$ cat src/rtl/io_button_if.sv
// IO bus bundle for the dma_io daisy chain: write port, read request and chained read data.
interface io_button_if;
  logic        dma_io_we;
  logic [15:2] dma_io_wadr;
  logic [31:0] dma_io_wdata;
  logic [15:2] dma_io_radr;
  logic        dma_io_radr_en;
  logic [31:0] dma_io_rdata_in;
  logic [31:0] dma_io_rdata;

  modport master (
    output dma_io_we, dma_io_wadr, dma_io_wdata, dma_io_radr, dma_io_radr_en, dma_io_rdata_in,
    input  dma_io_rdata
  );

  modport slave (
    input  dma_io_we, dma_io_wadr, dma_io_wdata, dma_io_radr, dma_io_radr_en, dma_io_rdata_in,
    output dma_io_rdata
  );
endinterface

$ cat src/rtl/io_button.sv
// Debounced push-button peripheral with sticky press capture and level interrupt.
// Define BTN_RELEASE_CAPTURE_EN to add a release-capture register at word address 14'h3F84.
module io_button #(
  parameter int unsigned NBTN           = 4,
  parameter logic [15:0] DB_CYCLES      = 16'd50000,
  parameter bit          BTN_ACTIVE_LOW = 1'b1,
  parameter logic [13:0] ADR_STAT       = 14'h3F81,
  parameter logic [13:0] ADR_EDGE       = 14'h3F82,
  parameter logic [13:0] ADR_IEN        = 14'h3F83
) (
  input  logic            clk,
  input  logic            rst_n,
  io_button_if.slave      bus,
  input  logic [NBTN-1:0] btn_in,
  output logic            btn_irq
);

  logic [NBTN-1:0] btn_raw, sync1_q, sync_q, stable_q, stable_d, rise;
  logic [15:0]     cnt_q [NBTN];
  logic [15:0]     cnt_d [NBTN];
  logic [NBTN-1:0] capture_q, capture_d, edge_clr, ien_q, irq_src;
  logic            irq_q, hit_q, rd_hit;
  logic [31:0]     rdata_q, rd_sel;
  logic            wr_edge, wr_ien;
  logic            unused_wdata;

  assign unused_wdata = ^bus.dma_io_wdata[31:NBTN];

  // Normalise so that 1 always means pressed; reset value 0 then reads as released.
  assign btn_raw = BTN_ACTIVE_LOW ? ~btn_in : btn_in;

  always_comb begin
    stable_d = stable_q;
    for (int i = 0; i < NBTN; i++) begin
      cnt_d[i] = '0;
      if (sync_q[i] != stable_q[i]) begin
        if (cnt_q[i] == DB_CYCLES - 16'd1) begin
          stable_d[i] = sync_q[i];
        end else begin
          cnt_d[i] = cnt_q[i] + 16'd1;
        end
      end
    end
  end

  assign rise     = stable_d & ~stable_q;
  assign wr_edge  = bus.dma_io_we && (bus.dma_io_wadr == ADR_EDGE);
  assign wr_ien   = bus.dma_io_we && (bus.dma_io_wadr == ADR_IEN);
  assign edge_clr = wr_edge ? bus.dma_io_wdata[NBTN-1:0] : '0;
  // A new edge in the same cycle as a W1C clear keeps the bit set.
  assign capture_d = (capture_q & ~edge_clr) | rise;

`ifdef BTN_RELEASE_CAPTURE_EN
  localparam logic [13:0] ADR_REL = 14'h3F84;

  logic [NBTN-1:0] rcapture_q, rcapture_d, rel_clr, fall;
  logic            wr_rel;

  assign fall       = ~stable_d & stable_q;
  assign wr_rel     = bus.dma_io_we && (bus.dma_io_wadr == ADR_REL);
  assign rel_clr    = wr_rel ? bus.dma_io_wdata[NBTN-1:0] : '0;
  assign rcapture_d = (rcapture_q & ~rel_clr) | fall;
  assign irq_src    = (capture_q | rcapture_q) & ien_q;

  always_ff @(posedge clk or negedge rst_n) begin
    if (!rst_n) begin
      rcapture_q <= '0;
    end else begin
      rcapture_q <= rcapture_d;
    end
  end
`else
  assign irq_src = capture_q & ien_q;
`endif

  always_comb begin
    rd_sel = '0;
    rd_hit = 1'b0;
    if (bus.dma_io_radr_en) begin
      case (bus.dma_io_radr)
        ADR_STAT: begin
          rd_hit            = 1'b1;
          rd_sel[NBTN-1:0]  = stable_q;
        end
        ADR_EDGE: begin
          rd_hit            = 1'b1;
          rd_sel[NBTN-1:0]  = capture_q;
        end
        ADR_IEN: begin
          rd_hit            = 1'b1;
          rd_sel[NBTN-1:0]  = ien_q;
        end
`ifdef BTN_RELEASE_CAPTURE_EN
        ADR_REL: begin
          rd_hit            = 1'b1;
          rd_sel[NBTN-1:0]  = rcapture_q;
        end
`endif
        default: ;
      endcase
    end
  end

  always_ff @(posedge clk or negedge rst_n) begin
    if (!rst_n) begin
      sync1_q   <= '0;
      sync_q    <= '0;
      stable_q  <= '0;
      for (int i = 0; i < NBTN; i++) cnt_q[i] <= '0;
      capture_q <= '0;
      ien_q     <= '0;
      irq_q     <= 1'b0;
      hit_q     <= 1'b0;
      rdata_q   <= '0;
    end else begin
      sync1_q   <= btn_raw;
      sync_q    <= sync1_q;
      stable_q  <= stable_d;
      for (int i = 0; i < NBTN; i++) cnt_q[i] <= cnt_d[i];
      capture_q <= capture_d;
      if (wr_ien) ien_q <= bus.dma_io_wdata[NBTN-1:0];
      irq_q     <= |irq_src;
      hit_q     <= rd_hit;
      if (rd_hit) rdata_q <= rd_sel;
    end
  end

  assign bus.dma_io_rdata = hit_q ? rdata_q : bus.dma_io_rdata_in;
  assign btn_irq          = irq_q;

endmodule
$ cat src/flat_wrapper.sv
// flat-port wrapper written by rule: the top's interface ports become plain ports
module io_button_flat 
#(
  parameter int unsigned NBTN           = 4,
  parameter logic [15:0] DB_CYCLES      = 16'd50000,
  parameter bit          BTN_ACTIVE_LOW = 1'b1,
  parameter logic [13:0] ADR_STAT       = 14'h3F81,
  parameter logic [13:0] ADR_EDGE       = 14'h3F82,
  parameter logic [13:0] ADR_IEN        = 14'h3F83
)
  (clk, rst_n, btn_in, btn_irq, bus_dma_io_we, bus_dma_io_wadr, bus_dma_io_wdata, bus_dma_io_radr, bus_dma_io_radr_en, bus_dma_io_rdata_in, bus_dma_io_rdata);
  io_button_if bus_i ();
  input  logic clk;
  input  logic rst_n;
  input  logic [NBTN-1:0] btn_in;
  output logic btn_irq;
  input wire logic [$bits(bus_i.dma_io_we)-1:0] bus_dma_io_we;
  input wire logic [$bits(bus_i.dma_io_wadr)-1:0] bus_dma_io_wadr;
  input wire logic [$bits(bus_i.dma_io_wdata)-1:0] bus_dma_io_wdata;
  input wire logic [$bits(bus_i.dma_io_radr)-1:0] bus_dma_io_radr;
  input wire logic [$bits(bus_i.dma_io_radr_en)-1:0] bus_dma_io_radr_en;
  input wire logic [$bits(bus_i.dma_io_rdata_in)-1:0] bus_dma_io_rdata_in;
  output wire logic [$bits(bus_i.dma_io_rdata)-1:0] bus_dma_io_rdata;
  assign bus_i.dma_io_we = bus_dma_io_we;
  assign bus_i.dma_io_wadr = bus_dma_io_wadr;
  assign bus_i.dma_io_wdata = bus_dma_io_wdata;
  assign bus_i.dma_io_radr = bus_dma_io_radr;
  assign bus_i.dma_io_radr_en = bus_dma_io_radr_en;
  assign bus_i.dma_io_rdata_in = bus_dma_io_rdata_in;
  assign bus_dma_io_rdata = bus_i.dma_io_rdata;
  io_button #(.NBTN(NBTN), .DB_CYCLES(DB_CYCLES), .BTN_ACTIVE_LOW(BTN_ACTIVE_LOW), .ADR_STAT(ADR_STAT), .ADR_EDGE(ADR_EDGE), .ADR_IEN(ADR_IEN)) u_core (.clk(clk), .rst_n(rst_n), .bus(bus_i), .btn_in(btn_in), .btn_irq(btn_irq));
endmodule
$ cat config.mk
export PLATFORM = sky130hd
export DESIGN_NAME = io_button_flat
export DESIGN_NICKNAME = d
export VERILOG_FILES = /design/src/rtl/io_button_if.sv /design/src/rtl/io_button.sv /design/src/flat_wrapper.sv
export SDC_FILE = /design/constraint.sdc
export NUM_CORES = 1
export LEC_CHECK = 0
export BUFFER_PORTS_ARGS = -buffer_cell sky130_fd_sc_hd__buf_2
export CORE_UTILIZATION = 47
export DETAILED_ROUTE_END_ITERATION = 8
export MAX_ROUTING_LAYER = met4
export PLACE_DENSITY = 0.77
export SKIP_CTS_REPAIR_TIMING = 1
export SYNTH_ARGS = -nofsm -noshare
export SYNTH_HDL_FRONTEND = slang
export SYNTH_SLANG_ARGS = --single-unit
$ cat constraint.sdc
create_clock -name clk -period 1.8 [get_ports clk]
set_input_delay 0.18 -clock clk [delete_from_list [all_inputs] [get_ports clk]]
set_output_delay 0.18 -clock clk [all_outputs]
set_load 0.05 [all_outputs]
==> impl_metrics.tcl, run 1 <==
set metrics [dict create \
    syn-cell-area_um2 4490 \
    critPathKind "reg -> reg" \
    vdd_drop_max_uv 459 \
    ant_nets 0 \
    cap_violations 0 \
    relSlewSlack_pct 54.7 \
    numCtsBuffers 9 \
    yosys_warnings 0 \
    drive_above_1_share_pct 33.1 \
    totalWireLength_mm 9.90 \
    min_period_over_period_pct 108 \
    setup-violations-final 18 \
    worst_pin_slew_ns 0.677 \
    drt_iter0_drc 112 \
    area_growth_pct 27.7 \
    hold_path_class "in -> reg" \
    clock_path_buffers 2 \
    grt_pass1_wl_mm 15.8 \
    fmax_mhz 514 \
    antenna_cells 0 \
    synth.area.mux_share_pct 5.10 \
    grt-ovfl-total 0 \
    worst_hold_slack_ns 0.0840 \
    fin_crit_ns 1.94 \
    postSynth.asyncResetShare_pct 100 \
    r2r-start "u_core.cnt_q[27]" \
    grt_util_all_layers_pct 20.6 \
    ys_seq_elements 90 \
    rsz0062_at_grt "yes" \
    initial_core_util_pct 48.6 \
    p_seq_share_pct 53.1 \
    cts_tree "done" \
    cts_sinks 90 \
    synth_top_area_share_pct 50.1 \
    dp_hpwl_mm 6.99 \
    rows 35 \
    synth.most_common_cell "dfrtp_1" \
    avgSynthCellArea_um2 10.3 \
    r2r_end "u_core.cnt_q[29]" \
    hold_end "u_core.ien_q[2]" \
    synth.area.top_cells "dfrtp_1, xnor2_1, nor2_1" \
    synth-xor-area-share_pct 11.7 \
    clk_latency_ns 0.37 \
    place_congestion 0.882 \
    min_path_cells 2 \
    vias 3603 \
    grt_max_degree 34 \
    finalHoldViolCount 0 \
    synthFlopType "dfrtp_1" \
    switching_share_pct 27.0 \
    drt_pass1_iterations 4 \
    die_y_um 99.8 \
    ioPinCount 133 \
    via_per_inst 5.08 \
    p_int_mw 2.86 \
    hold_start "bus_dma_io_wdata[2]" \
    p_switching_mw 1.06 \
    synth_cell_types 39 \
    cp-end-kind "flip-flop" \
    p_per_area_nw_per_um2 683 \
    netlist_instances 436 \
    drt-met1-wl_mm 4.50 \
    design.final.nets 679 \
    portBuffers 104 \
    syn-num-nets 540 \
    synth-simple-area-share_pct 27.4 \
    cts_root_buffer "clkbuf_8" \
    die_w_um 99.8 \
    synth_top_family_by_area "simple AND/OR/NAND/NOR gates" \
    synth-seq-area-share_pct 50.1 \
    worst_setup_path_start_kind "flip-flop" \
    path_clk_slew_ns 0.09 \
    outcome "finished, violations left" \
    p_leak_nw 2.65 \
    ff2ff_path_depth 5 \
    first_global_vias 3459 \
    wl_met3_um 227 \
    power_frac_comb_pct 11.2 \
    setup_ws_ns -0.144 \
    fill_cells 747 \
    cp.arrival_ns 2.20 \
    htreeDepth 3 \
    violations "setup timing" \
    cp_max_fo 7 \
    dr.max_layer_used "met4" \
    required_ns 2.05 \
    die_area_um2 9960 \
    clkPwrFrac_pct 35.7 \
    drc 0 \
    maxSlewViolCount 0 \
    post_drt_wl_per_cell_um 14.0 \
    synth-edff-count 0 \
    fin_skew_ns 0.0117 \
    yosysTopAreaCell "dfrtp_1" \
    rrSetupSlack_ns -0.14 \
    synth.cells.most_frequent "dfrtp_1, nor2_1, xnor2_1" \
    route.met2.wl_mm 5.04 \
    setup_tns_ns -2.27 \
    synthAdderAreaFrac_pct 1.11 \
    antenna_found_initial 0 \
    core_region_area_um2 9240 \
    synth-compound-area-share_pct 1.98 \
]
## through the flow
stage | std cells | cell area [um^2] | util [%] | power [mW] | worst slack (ns)
floorplan | 436 | 4490 | - | 2.34 | -0.0925
global placement | 682 | 5330 | 57.7 | 2.53 | -0.112
detailed placement | 682 | 5330 | 57.7 | 2.53 | -0.131
CTS | 698 | 5530 | 59.9 | 3.93 | -0.138
global route | 709 | 5740 | 62.1 | 4.07 | -0.185
finish | 709 | 5740 | 62.1 | 3.92 | -0.144
## worst max-delay path, stage by stage (launching register included)
cell	delay, ns
dfrtp_1	0.39
or4b_1	0.53
or4_4	0.60
buf_4	0.17
nand2_4	0.09
nor2_1	0.06
## cells by family after synthesis
| family | after synthesis |
|---|---|
| mux | 20 |
| buf+inv | 27 |
| xor+xnor | 60 |
| compound gates | 11 |
| flops | 90 |
| simple gates | 224 |
| fa+ha+maj | 4 |
## how the worst max path moves through the flow
stage | startpoint | endpoint | slack [ns]
2_1_floorplan | u_core.cnt_q[23] | u_core.stable_q[2] | -0.09
3_3_place_gp | bus_dma_io_wadr[2] | u_core.ien_q[0] | -0.11
3_5_place_dp | bus_dma_io_wadr[2] | u_core.ien_q[2] | -0.13
4_1_cts | u_core.cnt_q[26] | u_core.stable_q[2] | -0.14
5_1_grt | u_core.cnt_q[27] | u_core.cnt_q[30] | -0.18
6_report | u_core.cnt_q[27] | u_core.cnt_q[29] | -0.14
## registers in the layout (all words and copies together) (netlist names)
signal and cells:
u_core.btn_irq 1, u_core.ien_q 4, u_core.sync_q 4, u_core.stable_q 4
u_core.sync1_q 4, u_core.rdata_q 4, u_core.capture_q 4, u_core.hit_q 1
u_core.cnt_q 64
## power groups by stage
| stage | combinational [mW] | clock, mW | sequential, mW |
|---|---|---|---|
| 2_1_floorplan | 0.231 | 0 | 2.11 |
| 3_3_place_gp | 0.409 | 0 | 2.12 |
| 3_5_place_dp | 0.416 | 0 | 2.12 |
| 4_1_cts | 0.417 | 1.44 | 2.08 |
| 5_1_grt | 0.480 | 1.50 | 2.09 |
| 6_report | 0.440 | 1.40 | 2.08 |
## area by class of cell
| cell class | count | area (um^2) | share of cell area, % |
|---|---|---|---|
| inverters | 15 | 56.3 | 0.981 |
| well taps | 129 | 161 | 2.81 |
| multi-input cells | 321 | 2240 | 39.1 |
| repair buffers | 138 | 822 | 14.3 |
| clock buffers | 9 | 124 | 2.16 |
| flip-flops and latches | 90 | 2250 | 39.3 |
| clock inverters | 7 | 77.6 | 1.35 |
## cell usage in the layout, fill, tap and decap left out, drive strengths merged, types with 2 or more instances in the layout
cell / n
nor2b: 30
nor2: 66
or4b: 3
and3: 8
nand4b: 4
dlygate4sd3: 5
nor3b: 5
or4: 2
and2: 3
nand3b: 2
nor3: 12
a22oi: 2
a22o: 4
a21o: 4
clkinv: 3
mux2: 20
and4: 4
nand2: 23
nor4b: 4
dfrtp: 90
nand3: 21
buf: 132
clkbuf: 10
xor2: 20
nand4: 19
nor4: 14
or3: 2
inv: 17
ha: 4
xnor2: 40
## routing by layer
layer	track usage (%)	vias to the layer above
met2	32.6	46
met1	27.2	1759
met3	2.86	12
met5	-	-
met4	7.69	0
li1	-	1786
(Power assumes the default switching activity.)
==> run 2, diff against run 1 <==
Settings changed: RECOVER_POWER set to 100.
==> impl_metrics.tcl, run 2 (synthesis results as in run 1) <==
set metrics [dict create \
    cp-end-kind "flip-flop" \
    antenna_cells 0 \
    cp_max_fo 5 \
    fill_cells 757 \
    worst_pin_slew_ns 0.732 \
    place_congestion 0.882 \
    initial_core_util_pct 48.6 \
    area_growth_pct 26.9 \
    hold_path_class "in -> reg" \
    outcome "finished, violations left" \
    cp.arrival_ns 2.20 \
    drc 0 \
    cts_tree "done" \
    grt-ovfl-total 0 \
    die_w_um 99.8 \
    fmax_mhz 514 \
    min_path_cells 2 \
    vdd_drop_max_uv 458 \
    hold_end "u_core.ien_q[2]" \
    core_region_area_um2 9240 \
    critPathKind "reg -> reg" \
    drive_above_1_share_pct 32.8 \
    clock_path_buffers 2 \
    cts_sinks 90 \
    grt_util_all_layers_pct 20.6 \
    cap_violations 0 \
    portBuffers 104 \
    drt_iter0_drc 100 \
    hold_start "bus_dma_io_wdata[2]" \
    fin_skew_ns 0.00829 \
    ff2ff_path_depth 3 \
    pre_cts_ws_ns -0.131 \
    finalHoldViolCount 0 \
    post_drt_wl_per_cell_um 13.9 \
    totalWireLength_mm 9.87 \
    grt_pass1_wl_mm 15.8 \
    relSlewSlack_pct 51.2 \
    p_per_area_nw_per_um2 685 \
    htreeDepth 3 \
    violations "setup timing" \
    numCtsBuffers 9 \
    setup-violations-final 18 \
    r2r-start "u_core.cnt_q[27]" \
    largest_register_ffs 64 \
    setup_ws_ns -0.144 \
    clk_latency_ns 0.37 \
    die_area_um2 9960 \
    worst_setup_path_start_kind "flip-flop" \
    rrSetupSlack_ns -0.14 \
    grt_max_degree 34 \
    drt_pass1_iterations 4 \
    vias 3606 \
    design.final.nets 679 \
    path_clk_slew_ns 0.09 \
    top_register "u_core.cnt_q" \
    worst_hold_slack_ns 0.0855 \
    maxSlewViolCount 0 \
    min_period_over_period_pct 108 \
    required_ns 2.05 \
    die_y_um 99.8 \
    final_common_cell "dfrtp_1" \
    first_global_vias 3459 \
    dp_hpwl_mm 6.99 \
    antenna_found_initial 0 \
    r2r_end "u_core.stable_q[2]" \
    critPathLaunch "u_core.cnt_q[27]" \
    p_leak_nw 2.63 \
    rows 35 \
    via_per_inst 5.09 \
    cts_root_buffer "clkbuf_8" \
    fin_crit_ns 1.94 \
    rsz0062_at_grt "yes" \
    ioPinCount 133 \
    final_cell_mix "dfrtp_1, buf_2, nor2_1, xnor2_1, clkbuf_2" \
    ant_nets 0 \
]
==> run 2: critical path: stages, from the launching register on <==
cell and delay (ns):
dfrtp_1 0.39, or4b_1 0.53, or4_4 0.60, mux2_4 0.32
==> run 2: layer usage <==
layer / part of all wire (%) / vias up / routed length (um) / GRT usage [%]
li1: - / 1789 / - / -
met1: 46 / 1755 / 4510 / 27.2
met2: 51 / 46 / 4980 / 32.6
met3: 2.3 / 16 / 227 / 2.86
met4: 1.4 / 0 / 140 / 7.69
met5: 0 / - / 0 / -
==> run 2: cell type report <==
type	count	area [um^2]	share of cell area [%]
clock inverter	7	77.6	1.36
clock buffer	9	124	2.17
tap	129	161	2.83
multi-input combinational	321	2240	39.4
inverter	15	56.3	0.988
sequential	90	2250	39.5
timing repair buffer	138	785	13.8
==> run 2: worst max path at each step <==
stage                               to  slack [ns]
floorplan           u_core.stable_q[2]       -0.09
global placement       u_core.ien_q[0]       -0.11
detailed placement     u_core.ien_q[2]       -0.13
CTS                 u_core.stable_q[2]       -0.14
global route          u_core.cnt_q[30]       -0.18
finish              u_core.stable_q[2]       -0.14
==> run 2: power by group <==
| part | internal [mW] | leakage (nW) | switching, mW |
|---|---|---|---|
| Combinational | 0.147 | 1.31 | 0.281 |
| Clock | 0.653 | 0.100 | 0.743 |
| Sequential | 2.05 | 1.23 | 0.0294 |
| Total | 2.85 | 2.63 | 1.05 |
==> run 2: per-stage QoR <==
stage / std cells / instance area [um^2] / power [mW] / setup TNS, ns / util [%]
2_1_floorplan: 436 / 4490 / 2.34 / -0.537 / -
3_3_place_gp: 682 / 5330 / 2.53 / -1.05 / 57.7
3_5_place_dp: 682 / 5330 / 2.53 / -2.24 / 57.7
4_1_cts: 698 / 5530 / 3.93 / -1.77 / 59.9
5_1_grt: 709 / 5700 / 4.06 / -4.21 / 61.7
6_report: 709 / 5700 / 3.91 / -2.28 / 61.7
==> run 3, diff against run 2 <==
Settings changed: SETUP_SLACK_MARGIN set to 0.4.
==> impl_metrics.tcl, run 3 (synthesis results as in run 1) <==
set metrics [dict create \
    outcome "finished, violations left" \
    violations "setup timing" \
    grt_util_all_layers_pct 21.3 \
    switching_share_pct 27.0 \
    place_congestion 0.913 \
    die_y_um 99.8 \
    rows 35 \
    drt_pass1_iterations 4 \
    cts_tree "done" \
    clkPwrFrac_pct 36.1 \
    die_area_um2 9960 \
    clock_path_buffers 2 \
    fin_skew_ns 0.00971 \
    cts_root_buffer "clkbuf_8" \
    worst_setup_path_start_kind "flip-flop" \
    p_per_area_nw_per_um2 626 \
    dpl_cell_area_um2 5410 \
    pre_cts_ws_ns -0.102 \
    drc 0 \
    path_cells "or4b_1 > or4_4 > mux2_4" \
    cp-end-kind "flip-flop" \
    grt_pass1_wl_mm 16.3 \
    path_clk_slew_ns 0.09 \
    via_per_inst 5.56 \
    critPathKind "reg -> reg" \
    setup_ws_ns -0.135 \
    antenna_found_initial 0 \
    drive_above_1_share_pct 45.1 \
    finalHoldViolCount 0 \
    crit_buf_inv 0 \
    cts_sinks 90 \
    dp_cells 678 \
    slowest_delay_ns 0.59 \
    p_switching_mw 1.09 \
    fill_cells 654 \
    core_region_area_um2 9240 \
    area_growth_pct 44.4 \
    p_int_mw 2.97 \
    top_register "u_core.cnt_q" \
    min_period_over_period_pct 107 \
    final_cell_mix "dfrtp_1, buf_2, nor2_1, xnor2_1, clkbuf_2" \
    drt_iter0_drc 162 \
    antenna_cells 0 \
    finalNonFillerCells 730 \
    relSlewSlack_pct 18.0 \
    largest_register_ffs 64 \
    dp_hpwl_mm 7.24 \
    p_seq_share_pct 51.4 \
    fin_crit_ns 1.93 \
    maxSlewViolCount 0 \
    portBuffers 104 \
    first_global_vias 3439 \
    ioPinCount 133 \
    total_power_mw 4.06 \
    vias 4060 \
    required_ns 2.06 \
    p_leak_nw 3.05 \
    clk_latency_ns 0.37 \
    fmax_mhz 517 \
    final_area_um2 6490 \
    cp_slowest_cell "or4_4" \
    die_w_um 99.8 \
    hold_path_class "in -> reg" \
    final_common_cell "dfrtp_1" \
    numCtsBuffers 9 \
    cp_max_fo 4 \
    htreeDepth 3 \
    crit_family "simple AND/OR/NAND/NOR gates" \
    grt-ovfl-total 0 \
    worst_pin_slew_ns 1.23 \
    initial_core_util_pct 48.6 \
    totalWireLength_mm 14.4 \
    design.final.nets 700 \
    ant_nets 0 \
    power_frac_comb_pct 12.5 \
    vdd_drop_max_uv 486 \
    cap_violations 0 \
    setup-violations-final 39 \
    rsz0062_at_grt "yes" \
    grt_max_degree 51 \
    post_drt_wl_per_cell_um 19.8 \
    cp.arrival_ns 2.19 \
]
-- run 3: cell count changes in the layout (fill, tap and decap cells not counted), moves of 5 or more --
cell / delta
nor2b_1: -28
mux2_2: -6
buf_12: +6
buf_4: +6
nor2b_4: +28
dfrtp_2: +11
dfrtp_1: -11
nor4_1: -7
buf_6: +6
nor4_4: +5
-- run 3: layout make-up --
| class | instances | area (um^2) | area share (%) |
|---|---|---|---|
| clock buffer | 11 | 151 | 2.33 |
| clock inverter | 5 | 62.6 | 0.965 |
| inverter | 15 | 56.3 | 0.868 |
| multi-input combinational | 322 | 2720 | 41.9 |
| sequential | 90 | 2270 | 35.0 |
| tap | 129 | 161 | 2.49 |
| timing repair buffer | 158 | 1070 | 16.5 |
-- run 3: per-stage QoR --
step	hold slack, ns	setup TNS (ns)	util [%]
3_5_place_dp	0.241	-0.625	58.5
4_1_cts	-0.156	-0.938	60.8
3_3_place_gp	0.240	-0.199	58.5
2_1_floorplan	-0.116	-0.541	-
5_1_grt	0.0629	-4.19	70.2
6_report	0.0672	-1.71	70.2
-- run 3: layer usage --
layer	GRT usage (%)	vias up	routed length, um
met5	-	-	0
met4	5.66	0	472
met3	4.81	39	536
met2	34.0	127	7960
met1	27.5	2069	5450
li1	-	1825	-
-- run 3: final timing paths --
path,from,cells after the start,endpoint,slack (ns)
hold reg to reg,u_core.sync1_q[3],0,u_core.sync_q[3],0.36
hold / removal,bus_dma_io_wdata[0],2,u_core.ien_q[0],0.07
max in group asynchronous,rst_n,3,u_core.cnt_q[18],0.27
setup reg to reg,u_core.cnt_q[23],3,u_core.stable_q[2],-0.13
setup / recovery,u_core.cnt_q[23],3,u_core.stable_q[2],-0.13
min in group asynchronous,rst_n,2,u_core.cnt_q[40],0.61
-- run 3: power by group through the flow --
stage / Combinational [mW] / Clock [mW] / Sequential [mW]
final: 0.508 / 1.47 / 2.09
after global routing: 0.535 / 1.56 / 2.09
after CTS: 0.424 / 1.46 / 2.08
after detailed placement: 0.420 / 0 / 2.12
after global placement: 0.414 / 0 / 2.12
after floorplan: 0.250 / 0 / 2.11
